==> config.mk <==
export PLATFORM = sky130hd
export DESIGN_NAME = switch_reader
export DESIGN_NICKNAME = d
export VERILOG_FILES = /design/src/rtl/switch_reader_pkg.sv /design/src/rtl/debounce_bit.sv /design/src/rtl/switch_reader.sv
export SDC_FILE = /design/constraint.sdc
export NUM_CORES = 1
export LEC_CHECK = 0
export BUFFER_PORTS_ARGS = -buffer_cell sky130_fd_sc_hd__buf_2
export CORE_MARGIN = 2
export CORE_UTILIZATION = 45
export DETAILED_ROUTE_END_ITERATION = 8
export PLACE_DENSITY = 0.7
export SETUP_SLACK_MARGIN = 0.02
export SLEW_MARGIN = 10
export SYNTH_ARGS = -nofsm -noshare
export SYNTH_HDL_FRONTEND = slang
export SYNTH_SLANG_ARGS = --single-unit
==> constraint.sdc <==
create_clock -name clk -period 1.22 [get_ports clk]
set_input_delay 0.061 -clock clk [delete_from_list [all_inputs] [get_ports clk]]
set_output_delay 0.061 -clock clk [all_outputs]
set_load 0.02 [all_outputs]
==> src/rtl/switch_reader_pkg.sv <==
// Shared types and mode codes for the switch reader and its per-bit debouncer.
package switch_reader_pkg;

  typedef enum logic {
    STABLE   = 1'b0,
    CHANGING = 1'b1
  } db_state_e;

  localparam logic [1:0] MODE_OFF   = 2'b00;
  localparam logic [1:0] MODE_LEFT  = 2'b01;
  localparam logic [1:0] MODE_RIGHT = 2'b10;
  localparam logic [1:0] MODE_ALL   = 2'b11;

  // The LED shifter only steps in the two single-direction modes.
  function automatic logic is_shift_mode(input logic [1:0] mode);
    return (mode == MODE_LEFT) || (mode == MODE_RIGHT);
  endfunction

endpackage

==> src/rtl/debounce_bit.sv <==
// One switch bit: 2-flop synchronizer followed by a STABLE/CHANGING debounce FSM.
module debounce_bit
  import switch_reader_pkg::*;
#(
  parameter int unsigned DEBOUNCE_CYCLES = 4
) (
  input  logic clk,
  input  logic rst,
  input  logic raw,
  output logic clean,
  output logic flip_c
);

  localparam int unsigned CW = $clog2(DEBOUNCE_CYCLES);
  localparam logic [CW-1:0] CNT_LAST = CW'(DEBOUNCE_CYCLES - 1);

  logic          sync1;
  logic          sync2;
  db_state_e     state;
  db_state_e     state_nxt;
  logic [CW-1:0] cnt;
  logic [CW-1:0] cnt_nxt;
  logic          clean_nxt;

  always_ff @(posedge clk) begin
    if (rst) begin
      sync1 <= 1'b0;
      sync2 <= 1'b0;
    end else begin
      sync1 <= raw;
      sync2 <= sync1;
    end
  end

  always_ff @(posedge clk) begin
    if (rst) begin
      state <= STABLE;
      cnt   <= '0;
      clean <= 1'b0;
    end else begin
      state <= state_nxt;
      cnt   <= cnt_nxt;
      clean <= clean_nxt;
    end
  end

  // Accept a new level only after an unbroken run of differing samples.
  always_comb begin
    state_nxt = state;
    cnt_nxt   = cnt;
    clean_nxt = clean;
    flip_c    = 1'b0;
    case (state)
      STABLE: begin
        if (sync2 != clean) begin
          state_nxt = CHANGING;
          cnt_nxt   = CW'(1);
        end
      end
      CHANGING: begin
        if (sync2 == clean) begin
          state_nxt = STABLE;
          cnt_nxt   = '0;
        end else if (cnt == CNT_LAST) begin
          state_nxt = STABLE;
          cnt_nxt   = '0;
          clean_nxt = ~clean;
          flip_c    = 1'b1;
        end else begin
          cnt_nxt = cnt + CW'(1);
        end
      end
    endcase
  end

endmodule

==> src/rtl/switch_reader.sv <==
// Debounced 2-bit mode switch with change pulse and LED-shifter step tick.
module switch_reader
  import switch_reader_pkg::*;
#(
  parameter int unsigned DEBOUNCE_CYCLES = 4,
  parameter int unsigned TICK_CYCLES     = 8
) (
  input  logic       clk,
  input  logic       rst,
  input  logic [1:0] sw_raw,
  output logic [1:0] sw_clean,
  output logic       sw_changed,
  output logic       step_tick
);

  localparam int unsigned TW = $clog2(TICK_CYCLES);
  localparam logic [TW-1:0] TICK_LAST = TW'(TICK_CYCLES - 1);

  logic [1:0]    flip_c;
  logic          chg_c;
  logic [TW-1:0] tick_cnt;

  debounce_bit #(.DEBOUNCE_CYCLES(DEBOUNCE_CYCLES)) u_bit0 (
    .clk    (clk),
    .rst    (rst),
    .raw    (sw_raw[0]),
    .clean  (sw_clean[0]),
    .flip_c (flip_c[0])
  );

  debounce_bit #(.DEBOUNCE_CYCLES(DEBOUNCE_CYCLES)) u_bit1 (
    .clk    (clk),
    .rst    (rst),
    .raw    (sw_raw[1]),
    .clean  (sw_clean[1]),
    .flip_c (flip_c[1])
  );

  // Both bits flipping on one edge still yields a single pulse.
  assign chg_c = |flip_c;

  // The counter clears on the edge that raises sw_changed, so it reads 0 in
  // the pulse cycle and the first tick lands TICK_CYCLES cycles later.
  always_ff @(posedge clk) begin
    if (rst) begin
      sw_changed <= 1'b0;
      step_tick  <= 1'b0;
      tick_cnt   <= '0;
    end else begin
      sw_changed <= chg_c;
      if (chg_c || !is_shift_mode(sw_clean)) begin
        tick_cnt  <= '0;
        step_tick <= 1'b0;
      end else if (tick_cnt == TICK_LAST) begin
        tick_cnt  <= '0;
        step_tick <= 1'b1;
      end else begin
        tick_cnt  <= tick_cnt + TW'(1);
        step_tick <= 1'b0;
      end
    end
  end

endmodule

==> run metrics <==
outcome=complete, but fails checks; failing checks=setup timing; GP Congestion=0.730; initial DRC count=3; DRT met1 WL=544 um; Post-Synth Simple-Gate Area=0.272; GR Util All Layers=0.133; max-slew violations=0; largest net degree at the start of global routing=17; final setup margin=-0.00448 ns; met2 routed WL=between 400 and 500 um; die width=between 40 and 50 um; placed cells=92; Tcrit/Tclk final=1.00; mux cell area share after synthesis=0; CTS tree=built; worst endpoint data arrival time=1.44 ns; Pre-Repair DR Iteration Count=2; area grow syn2layout=25.1%; Lkg Pwr=between 0.3 and 0.4 nW; DRC=0; Layout Cells excl Fill=99; count of different cell masters after synthesis=19; HPWL Detailed=753 um; mean post-synth cell area=9.83 um^2; fraction of layout cells with a size suffix above 1=0.337; # port buffers=7; n_diodes=0; Critical Path Source Type=flop; leading cell type in the layout, fill and taps excluded=dfxtp_1; RSZ-0062 raised after global routing=true; post-synthesis register bit count=17; final worst path period need=1.22 ns; Final setup viols=1; row count=14; Starting Density=0.474; RR Startpoint=tick_cnt[0]$_SDFF_PP0_; Ys Warns=0; Worst-Skew Late Latency=0.28 ns; first-pass GRT wire length=1850 um; f_max=817 MHz; worst hold path class=in2reg; H-Tree Depth=1; initial antenna violation count=0; Syn Inst Count=71; adder-cell share of the synthesized area=0.0717; worst setup path startpoint=tick_cnt[0]$_SDFF_PP0_; Post-Synth XOR/XNOR Area=0.0502; PwrDens=1040 nW/um^2; via/cell ratio=4.99; Avg WL per Cell=~11 um; Num CTS Buffers=3; Min-Delay Startpoint=rst; CP Class=reg2reg; Max VDD drop=0.000906 V; met3 wire len=around 40 um; vias in the first global route=445; clk sinks=17; clock skew=0.00427 ns; Fin. Hold Viols=0; core area=between 1000 and 1500 um^2; Die Area=1880 um^2; crit end category=flop; final hold slack=0.145 ns; Req. time, crit path=1.43 ns; WL final=1090 um; most frequent cells in the layout=14 x dfxtp_1, 8 x nand2_1, 7 x buf_2, 5 x nor2b_1; worst-path maximum fanout=2; final net count=92; # fillers=130; Synth Area in Compound Gates=0.0896; max_cap viols=0; Highest Signal Layer=met4; pre-CTS setup slack=around 0.022 ns; CTS clk-pin slew, worst paths=roughly 0.090 ns; post-synthesis instance area=698 um^2; syn nets=slightly below 80; clock buffer depth=2; global route overflow=0; largest family of logic cells by synthesized area=simple AND/OR/NAND/NOR gates; Boundary Pins=8; CTS root buf=clkbuf_4; Pwr Total=909 uW; sequential area share after synthesis=0.487; remaining antenna violation count=0; slew at the pin closest to its max-slew limit=0.327 ns; via count=a little under 500; Die Height=43.4 um; Max-slew headroom=0.782
-- power breakdown --
part / internal, mW / switching, mW
logic: 0.0235 / 0.0212
clock network: 0.127 / 0.161
registers: 0.566 / 0.0104
-- layer usage --
layer  vias to the layer above  global-route usage
met5                         -                   0
met4                         0              0.0727
met3                         2              0.0500
met2                         7               0.182
met1                       219               0.180
li1                        266                   -
-- state kept, by name, indices dropped and copies added, names as in the netlist --
| signal | flops |
|---|---|
| tick_cnt | 3 |
| u_bit0.cnt | 2 |
| u_bit1.cnt | 2 |
| step_tick | 1 |
| sw_changed | 1 |
| u_bit0.clean | 1 |
| u_bit0.state | 1 |
| u_bit0.sync1 | 1 |
| u_bit0.sync2 | 1 |
| u_bit1.clean | 1 |
| u_bit1.state | 1 |
| u_bit1.sync1 | 1 |
| u_bit1.sync2 | 1 |
-- path summary, 6_finish.rpt --
check / slack, ns / cells after the start / to
min reg2reg: 0.44 / 1 / u_bit0.sync2$_SDFF_PP0_
min: 0.14 / 2 / u_bit1.state$_SDFF_PP0_
max: -0.004 / 4 / tick_cnt[0]$_SDFF_PP0_
max reg2reg: -0.004 / 4 / tick_cnt[0]$_SDFF_PP0_
-- repair_timing --
item,4_1_cts,5_1_grt
setup buffers,0,1
endpoints found under the hold margin,2,0
setup endpoints to repair,4,4
pin swaps,1,5
hold buffers,2,0
gates resized for setup,2,15
-- cell type report --
| cell class | count | area, um^2 | area share |
|---|---|---|---|
| flip-flops and latches | 17 | 344 | 0.394 |
| clock buffers | 4 | 26.3 | 0.0301 |
| repair buffers | 11 | 70.1 | 0.0802 |
| multi-input cells | 51 | 413 | 0.473 |
| well taps | 16 | 20.0 | 0.0229 |
-- per-stage QoR --
stage                util  TNS (ns)  instance area (um^2)
floorplan               -         0                   698
global placement    0.503         0                   741
detailed placement  0.503         0                   741
CTS                 0.540  -0.00408                   795
global route        0.594   -0.0687                   873
finish              0.594  -0.00448                   873
-- cell usage after synthesis (all sizes together) --
master | count | area share
and2b | 2 | 0.025
dfxtp | 17 | 0.49
a22oi | 1 | 0.030
nor3 | 5 | 0.036
nand2 | 8 | 0.043
nor2 | 6 | 0.032
nor4b | 1 | 0.021
a21oi | 4 | 0.029
xor2 | 2 | 0.025
ha | 4 | 0.072
nor2b | 5 | 0.045
nand3 | 4 | 0.029
xnor2 | 2 | 0.025
o21a | 2 | 0.021
o22ai | 1 | 0.0090
or3 | 1 | 0.0090
nand3b | 3 | 0.032
buf | 3 | 0.029
-- worst max-delay path, cell delays in order, from the launching register on --
cell and delay [ns]:
dfxtp_2 0.35, ha_4 0.16, ha_4 0.15, or3_4 0.36, nor3_2 0.15
-- kinds of logic (layout without fill, tap and decap cells) --
kind of cell	count (synthesis)	count (layout)
adders and majority gates	4	4
xor gates and xnor gates	4	4
AOI/OAI and AO/OA	8	8
buffers and inverters	3	15
DFF	17	17
and+or+nand+nor	35	35
No activity file was read; power rests on OpenSTA's default activity.
